`config.mk`:
```
export PLATFORM = sky130hd
export DESIGN_NAME = lcd_touch_ui_ctrl
export DESIGN_NICKNAME = d
export VERILOG_FILES = /design/src/rtl/lcd_ui_pkg.sv /design/src/rtl/lcd_touch_debounce.sv /design/src/rtl/lcd_touch_ui_ctrl.sv
export SDC_FILE = /design/constraint.sdc
export NUM_CORES = 1
export LEC_CHECK = 0
export BUFFER_PORTS_ARGS = -buffer_cell sky130_fd_sc_hd__clkbuf_2
export CORE_MARGIN = 2
export CORE_UTILIZATION = 56
export CTS_CLUSTER_DIAMETER = 50
export DETAILED_ROUTE_END_ITERATION = 10
export GPL_TIMING_DRIVEN = 0
export PLACE_DENSITY = 0.83
export SETUP_SLACK_MARGIN = 0.05
export SLEW_MARGIN = 20
export SYNTH_ARGS = -nofsm -noshare
export SYNTH_HDL_FRONTEND = slang
export SYNTH_SLANG_ARGS = --single-unit
```
`constraint.sdc`:
```
create_clock -name pclk -period 3.95 [get_ports pclk]
set_clock_uncertainty 0.15 [all_clocks]
set_input_delay 0.1975 -clock pclk [delete_from_list [all_inputs] [get_ports pclk]]
set_output_delay 0.1975 -clock pclk [all_outputs]
set_load 0.01 [all_outputs]
```
`src/rtl/lcd_ui_pkg.sv`:
```
// Shared types for the LCD touch UI controller: screen states, region actions
// and the hit-test table entry.
package lcd_ui_pkg;

   localparam int unsigned CW_MAX    = 15;
   localparam int unsigned PAGE_MENU = 0;
   localparam int unsigned PAGE_APP  = 1;

   typedef enum logic [1:0] {
      IDLE = 2'd0,
      INIT = 2'd1,
      MENU = 2'd2,
      APP  = 2'd3
   } ui_state_e;

   typedef enum logic [1:0] {
      ACT_NONE   = 2'd0,
      ACT_APP    = 2'd1,
      ACT_REINIT = 2'd2,
      ACT_MENU   = 2'd3
   } region_act_e;

   // Coordinates are held at the widest legal width and zero-extended.
   typedef struct packed {
      logic              en;
      logic [1:0]        page;
      region_act_e       act;
      logic [CW_MAX-1:0] x_lo;
      logic [CW_MAX-1:0] x_hi;
      logic [CW_MAX-1:0] y_lo;
      logic [CW_MAX-1:0] y_hi;
   } region_t;

endpackage

```
`src/rtl/lcd_touch_debounce.sv`:
```
// Release debouncer: accepts a release when idle, then locks out further
// releases for DEBOUNCE_CYC cycles.
module lcd_touch_debounce #(
   parameter int unsigned DEBOUNCE_CYC = 10000000
) (
   input  logic pclk,
   input  logic rst_n,
   input  logic i_release,
   output logic o_accept_c
);

   localparam int unsigned CNT_W = $clog2(DEBOUNCE_CYC + 1);

   logic [CNT_W-1:0] r_cnt;
   logic             w_busy;

   assign w_busy     = (r_cnt != '0);
   assign o_accept_c = i_release && !w_busy;

   // Counter runs 1..DEBOUNCE_CYC while locked out; zero means idle.
   always_ff @(posedge pclk) begin
      if (!rst_n) begin
         r_cnt <= '0;
      end else if (o_accept_c) begin
         r_cnt <= CNT_W'(1);
      end else if (w_busy) begin
         r_cnt <= (r_cnt == CNT_W'(DEBOUNCE_CYC)) ? '0 : r_cnt + CNT_W'(1);
      end
   end

endmodule

```
`src/rtl/lcd_touch_ui_ctrl.sv`:
```
// LCD UI state controller: debounced touch releases are hit-tested against a
// CPU-programmed region table, drive the screen FSM and are queued to the CPU.
module lcd_touch_ui_ctrl
   import lcd_ui_pkg::*;
#(
   parameter  int unsigned N_REGION     = 8,
   parameter  int unsigned COORD_W      = 10,
   parameter  int unsigned DEBOUNCE_CYC = 10000000,
   localparam int unsigned IDX_W        = (N_REGION > 1) ? $clog2(N_REGION) : 1,
   localparam int unsigned CFG_W        = 5 + 4 * COORD_W,
   localparam int unsigned EVT_W        = 2 * COORD_W + 5
) (
   input  logic             pclk,
   input  logic             rst_n,
   input  logic             init_finish,
   input  logic             touch_flag,
   input  logic             release_flag,
   input  logic [31:0]      coordinate,
   input  logic             cfg_we,
   input  logic [IDX_W-1:0] cfg_idx,
   input  logic [CFG_W-1:0] cfg_wdata,
   output logic             evt_valid,
   input  logic             evt_ready,
   output logic [EVT_W-1:0] evt_data,
   output logic             evt_ovf,
   output logic [31:0]      touch_reg,
   output logic             init_main,
   output logic             enable,
   output logic             cpu_work,
   output logic             cpu_draw
);

   logic [COORD_W-1:0] w_cx, w_cy;
   logic [CW_MAX-1:0]  w_cx_ext, w_cy_ext;
   logic               w_accept, w_load, w_pop;
   logic [1:0]         w_page_sel;
   region_t            w_cfg_entry;
   region_t            r_table [N_REGION];
   logic [N_REGION-1:0] w_match;
   logic               w_hit;
   logic [3:0]         w_hit_idx;
   region_act_e        w_hit_act;

   ui_state_e          r_state, w_state_nxt;
   logic               r_enable, w_enable_nxt;
   logic               r_cpu_work, w_cpu_work_nxt;
   logic               r_cpu_draw, w_cpu_draw_nxt;
   logic               r_init_main, w_init_main_nxt;

   logic               r_evt_valid, r_evt_ovf;
   logic [EVT_W-1:0]   r_evt_data, w_evt_new;

   // Byte-swapped little-endian coordinates, truncated to COORD_W.
   assign w_cx     = COORD_W'({coordinate[23:16], coordinate[31:24]});
   assign w_cy     = COORD_W'({coordinate[7:0],   coordinate[15:8]});
   assign w_cx_ext = CW_MAX'(w_cx);
   assign w_cy_ext = CW_MAX'(w_cy);

   assign touch_reg = {touch_flag | release_flag, 31'({w_cx, w_cy})};

   lcd_touch_debounce #(
      .DEBOUNCE_CYC (DEBOUNCE_CYC)
   ) u_debounce (
      .pclk       (pclk),
      .rst_n      (rst_n),
      .i_release  (release_flag),
      .o_accept_c (w_accept)
   );

   always_comb begin
      w_cfg_entry      = '0;
      w_cfg_entry.en   = cfg_wdata[CFG_W-1];
      w_cfg_entry.page = cfg_wdata[CFG_W-2 -: 2];
      w_cfg_entry.act  = region_act_e'(cfg_wdata[CFG_W-4 -: 2]);
      w_cfg_entry.x_lo = CW_MAX'(cfg_wdata[4*COORD_W-1 -: COORD_W]);
      w_cfg_entry.x_hi = CW_MAX'(cfg_wdata[3*COORD_W-1 -: COORD_W]);
      w_cfg_entry.y_lo = CW_MAX'(cfg_wdata[2*COORD_W-1 -: COORD_W]);
      w_cfg_entry.y_hi = CW_MAX'(cfg_wdata[COORD_W-1 -: COORD_W]);
   end

   always_ff @(posedge pclk) begin
      if (!rst_n) begin
         for (int unsigned i = 0; i < N_REGION; i++) r_table[i] <= '0;
      end else if (cfg_we && (32'(cfg_idx) < N_REGION)) begin
         r_table[cfg_idx] <= w_cfg_entry;
      end
   end

   // Only MENU and APP have a page; other states never match.
   always_comb begin
      w_page_sel = 2'b00;
      if (r_state == MENU) w_page_sel = 2'(1 << PAGE_MENU);
      if (r_state == APP)  w_page_sel = 2'(1 << PAGE_APP);
   end

   for (genvar g = 0; g < N_REGION; g++) begin : g_match
      assign w_match[g] = r_table[g].en && (|(r_table[g].page & w_page_sel)) &&
                          (r_table[g].x_lo <= w_cx_ext) && (w_cx_ext <= r_table[g].x_hi) &&
                          (r_table[g].y_lo <= w_cy_ext) && (w_cy_ext <= r_table[g].y_hi);
   end

   // Scan high to low so the lowest matching index is the last one written.
   always_comb begin
      w_hit     = 1'b0;
      w_hit_idx = 4'd0;
      w_hit_act = ACT_NONE;
      for (int i = int'(N_REGION) - 1; i >= 0; i--) begin
         if (w_match[i]) begin
            w_hit     = 1'b1;
            w_hit_idx = 4'(i);
            w_hit_act = r_table[i].act;
         end
      end
   end

   assign w_load    = w_accept && ((r_state == MENU) || (r_state == APP));
   assign w_pop     = r_evt_valid && evt_ready;
   assign w_evt_new = {w_hit, w_hit_idx, w_cx, w_cy};

   always_comb begin
      w_state_nxt     = r_state;
      w_enable_nxt    = r_enable;
      w_cpu_work_nxt  = r_cpu_work;
      w_cpu_draw_nxt  = r_cpu_draw;
      w_init_main_nxt = 1'b0;
      case (r_state)
         IDLE: w_state_nxt = INIT;
         INIT: begin
            if (init_finish) begin
               w_state_nxt    = MENU;
               w_enable_nxt   = 1'b1;
               w_cpu_work_nxt = 1'b1;
               w_cpu_draw_nxt = 1'b0;
            end
         end
         MENU, APP: begin
            if (w_accept && w_hit) begin
               case (w_hit_act)
                  ACT_APP: begin
                     w_state_nxt    = APP;
                     w_cpu_draw_nxt = 1'b1;
                  end
                  ACT_MENU: begin
                     w_state_nxt    = MENU;
                     w_cpu_draw_nxt = 1'b0;
                  end
                  ACT_REINIT: begin
                     w_state_nxt     = INIT;
                     w_init_main_nxt = 1'b1;
                     w_cpu_draw_nxt  = 1'b0;
                     w_cpu_work_nxt  = 1'b0;
                  end
                  default: ;
               endcase
            end
         end
         default: w_state_nxt = IDLE;
      endcase
   end

   always_ff @(posedge pclk) begin
      if (!rst_n) begin
         r_state     <= IDLE;
         r_enable    <= 1'b0;
         r_cpu_work  <= 1'b0;
         r_cpu_draw  <= 1'b0;
         r_init_main <= 1'b0;
      end else begin
         r_state     <= w_state_nxt;
         r_enable    <= w_enable_nxt;
         r_cpu_work  <= w_cpu_work_nxt;
         r_cpu_draw  <= w_cpu_draw_nxt;
         r_init_main <= w_init_main_nxt;
      end
   end

   // Single-entry event slot; a load wins over a same-cycle pop.
   always_ff @(posedge pclk) begin
      if (!rst_n) begin
         r_evt_valid <= 1'b0;
         r_evt_data  <= '0;
         r_evt_ovf   <= 1'b0;
      end else begin
         if (w_load && (!r_evt_valid || w_pop)) begin
            r_evt_valid <= 1'b1;
            r_evt_data  <= w_evt_new;
         end else if (w_pop) begin
            r_evt_valid <= 1'b0;
         end
         if (w_load && r_evt_valid && !w_pop) r_evt_ovf <= 1'b1;
      end
   end

   assign evt_valid = r_evt_valid;
   assign evt_data  = r_evt_data;
   assign evt_ovf   = r_evt_ovf;
   assign init_main = r_init_main;
   assign enable    = r_enable;
   assign cpu_work  = r_cpu_work;
   assign cpu_draw  = r_cpu_draw;

endmodule

```
==> out/results.ini <==
[synth]
netlist_top_cells_count = and2_1 (363), edfxtp_1 (360), ha_1 (322), inv_1 (213), a21oi_1 (143)
synth_seq_area_share_pct = 49.75
synth.most_common_cell = and2_1
yosys_warnings = 0
synth.area.top_cells = edfxtp_1 (45%), ha_1 (17%), and2_1 (9.5%)
synth_flop_cell = edfxtp_1
yosysTopAreaCellShare_pct = 45.07
syn_inst = 2177
syn-cell-area_sq_um = 23980
synth_edf_count = 360
synthArstFlopShare_pct = 0
ys_ff_latch = 416
synth_cell_types = 72
syn_avg_cell_area_sq_um = 11.02
synth.largest_area_cell = edfxtp_1

[setup_path]
end_kind = flop
critPathCapture = r_state[0]$_SDFFE_PN0P_
path_delay_family = compound AO/OA/AOI/OAI gates
r2r_slack_ps = 60
cp.depth = 14
critPathMaxFanout = 11
critPathKind = primary input to flop
regToRegStartpoint = r_table[4][32]$_SDFFCE_PN0P_
r2r_cells = 12
path_buf_inv = 2
reg2reg_to = r_state[0]$_SDFFE_PN0P_
startpoint = coordinate[26]
crit_required_ps = 4280
path_cells = clkbuf_2, inv_1, ha_1, o211ai_1, a21oi_1, o41ai_1, a21oi_1, nor4_1, nand3_1, nand4_1, a2bb2oi_1, nand3b_1, mux2i_1, a2111oi_2
cp.arrival_ps = 4290
cpPeakStageDelay_ps = 800
cp_slowest_cell = nor4_1
crit_path_start_kind = primary input
crit_top_cell = a21oi_1

[power_and_ir_drop]
p_per_area_nw_per_um2 = 395.0
peakVddDrop_mv = 0.3894
leakagePower_nw = 12.02

[min_path]
min_from = coordinate[31]
hold_class = primary input to flop

[detailed_routing]
postRouteAntennaNets = 0
drt-initial-drc-count = 1679
routed_via_density = 5.981
vias = 18109
drcViolationCount = 0
first_pass_iters = 8
wl_microns = 65490
wl_per_cell_microns = 21.63

[global_route]
grt_overflow = 0
track_usage_pct = 29.29
grt_start_max_net_pins = 46
grt_pass1_vias = 17931
antenna_found_initial = 4
grt_pass1_wl_microns = 97830

[cts]
cts_made_buffers = 48
cts-root-buf = clkbuf_16
worstSkewPairLatency_ps = 590
htree_levels = 2
clk_pin_slew_ps = 60
clock-sinks = 416
cts_tree = built
clockBufferDepth = 3

[cells_and_area]
final_util_pct = 66.50
drive_above_1_share_pct = 11.38
area_delta_synth_final_pct = 16.82
layout.cells.non_filler = 3028
nets = 2858

[status]
failed_checks = negative setup slack
outcome = finished with violations

[placement]
place_inst = 2865
io_buffers = 125
place.gp.congestion = 0.8769
dpl.hpwl_microns = 45320

[sta]
relSlewSlack_pct = 14.80
setup-violations-final = 1
maxSlewViolCount = 0
finalCriticalPeriod_ps = 3956
rsz0062_at_grt = false
tns_ps = -6.242
tightest_slew_ps = 1273
final_hold_viol_count = 0
finalWorstSetupSlack_ps = -6.242
fmax_mhz = 252.8
post-route-period-util_pct = 100.2

[die]
start_util_pct = 56.92
die_area_sq_um = 44500
die_height_microns = 211.0
die_w_microns = 211.0
std_cell_rows = 75
core_sq_um = 42130
ios = 150

[job]
drv_cap = 0

layout by cell type, fill, tap and decap left out, types with 58 or more instances in the layout:
cell type	synthesis	final
and2_1	363	363
edfxtp_1	360	360
ha_1	322	322
inv_1	213	210
a21oi_1	143	143
clkbuf_2	0	126
nand2_1	119	119
nor2_1	69	69
dlygate4sd3_1	0	64
nand3_1	58	58
worst reg2reg max path, cell delays in order, from the launching register on:
cell and delay [ps]:
edfxtp_1 360, ha_1 310, o211ai_1 180, a21oi_1 80, o41ai_1 410, a21oi_1 230
nor4_1 800, nand3_1 170, nand4_1 140, a2bb2oi_1 420, nand3b_1 170, mux2i_1 100
a2111oi_2 280
layer usage:
metal  GRT usage [%]  up-vias  routed length (microns)
met5               0        -                       13
met4           14.21        2                     3107
met3           6.601      230                     6934
met2           47.78      972                    30210
met1           37.07     8604                    25220
li1                -     8301                        -
worst min-delay path by stage:
stage                                      endpoint  slack [ps]  cells after the start
after floorplan            evt_data[0]$_SDFFE_PN0P_         180                      2
after global placement    evt_data[17]$_SDFFE_PN0P_         290                      2
after detailed placement  evt_data[16]$_SDFFE_PN0P_         300                      2
after CTS                 evt_data[16]$_SDFFE_PN0P_           4                      3
after global routing      evt_data[16]$_SDFFE_PN0P_          40                      3
final                     evt_data[17]$_SDFFE_PN0P_          40                      3
kinds of logic after synthesis:
kind of cell	Yosys count	synth area share (%)
xor gates and xnor gates	20	0.7304
DFF	416	49.75
and+or+nand+nor	787	18.30
adders and majority gates	322	16.80
AOI/OAI and AO/OA	330	8.874
muxes	10	0.4486
other	1	0.01564
buffers and inverters	291	5.092
sequential cells by signal, summed over array words and instances, names as in the netlist:
| name | cells |
|---|---|
| evt_ovf | 1 |
| r_table | 360 |
| cpu_work | 1 |
| enable | 1 |
| cpu_draw | 1 |
| evt_data | 24 |
| evt_valid | 1 |
| u_debounce.r_cnt | 24 |
| r_state | 2 |
| init_main | 1 |
area by class of cell:
type | count | area [sq um]
sequential | 416 | 11930
multi-input combinational | 1481 | 10990
buffer | 78 | 422.9
timing repair buffer | 211 | 1662
tap | 539 | 674.4
clock inverter | 21 | 200.2
inverter | 213 | 810.8
antenna | 3 | 7.507
fill | 2959 | 14110
clock buffer | 66 | 1321
power breakdown:
| group | total, W | internal [W] | switching, W |
|---|---|---|---|
| combinational | 0.00164 | 0.000633 | 0.00101 |
| clock | 0.00432 | 0.00254 | 0.00178 |
| sequential | 0.00511 | 0.00503 | 0.0000806 |
| total | 0.0111 | 0.00820 | 0.00287 |
metrics by stage:
step           hold WS [ps]  power [W]  setup slack, ps  cell area (sq um)
6_report              39.43    0.01107           -6.242              28020
5_1_grt               40.38    0.01141            63.74              28010
4_1_cts               4.110    0.01104            68.75              27900
3_5_place_dp          297.5   0.006721           -740.0              25740
3_3_place_gp          292.5   0.006583            -2529              25330
2_1_floorplan         183.5   0.006117           -383.0              24030
what timing repair did:
action                                 in CTS  in global routing
buffers inserted                            0                  9
cloned                                      0                  0
hold buffers                               63                  1
endpoints found under the hold margin     382                  1
pin swaps                                   0                  1
setup endpoints to repair                   1                  5
gates resized for setup                     1                  8
Note: power is estimated with default switching activity, not from simulation.
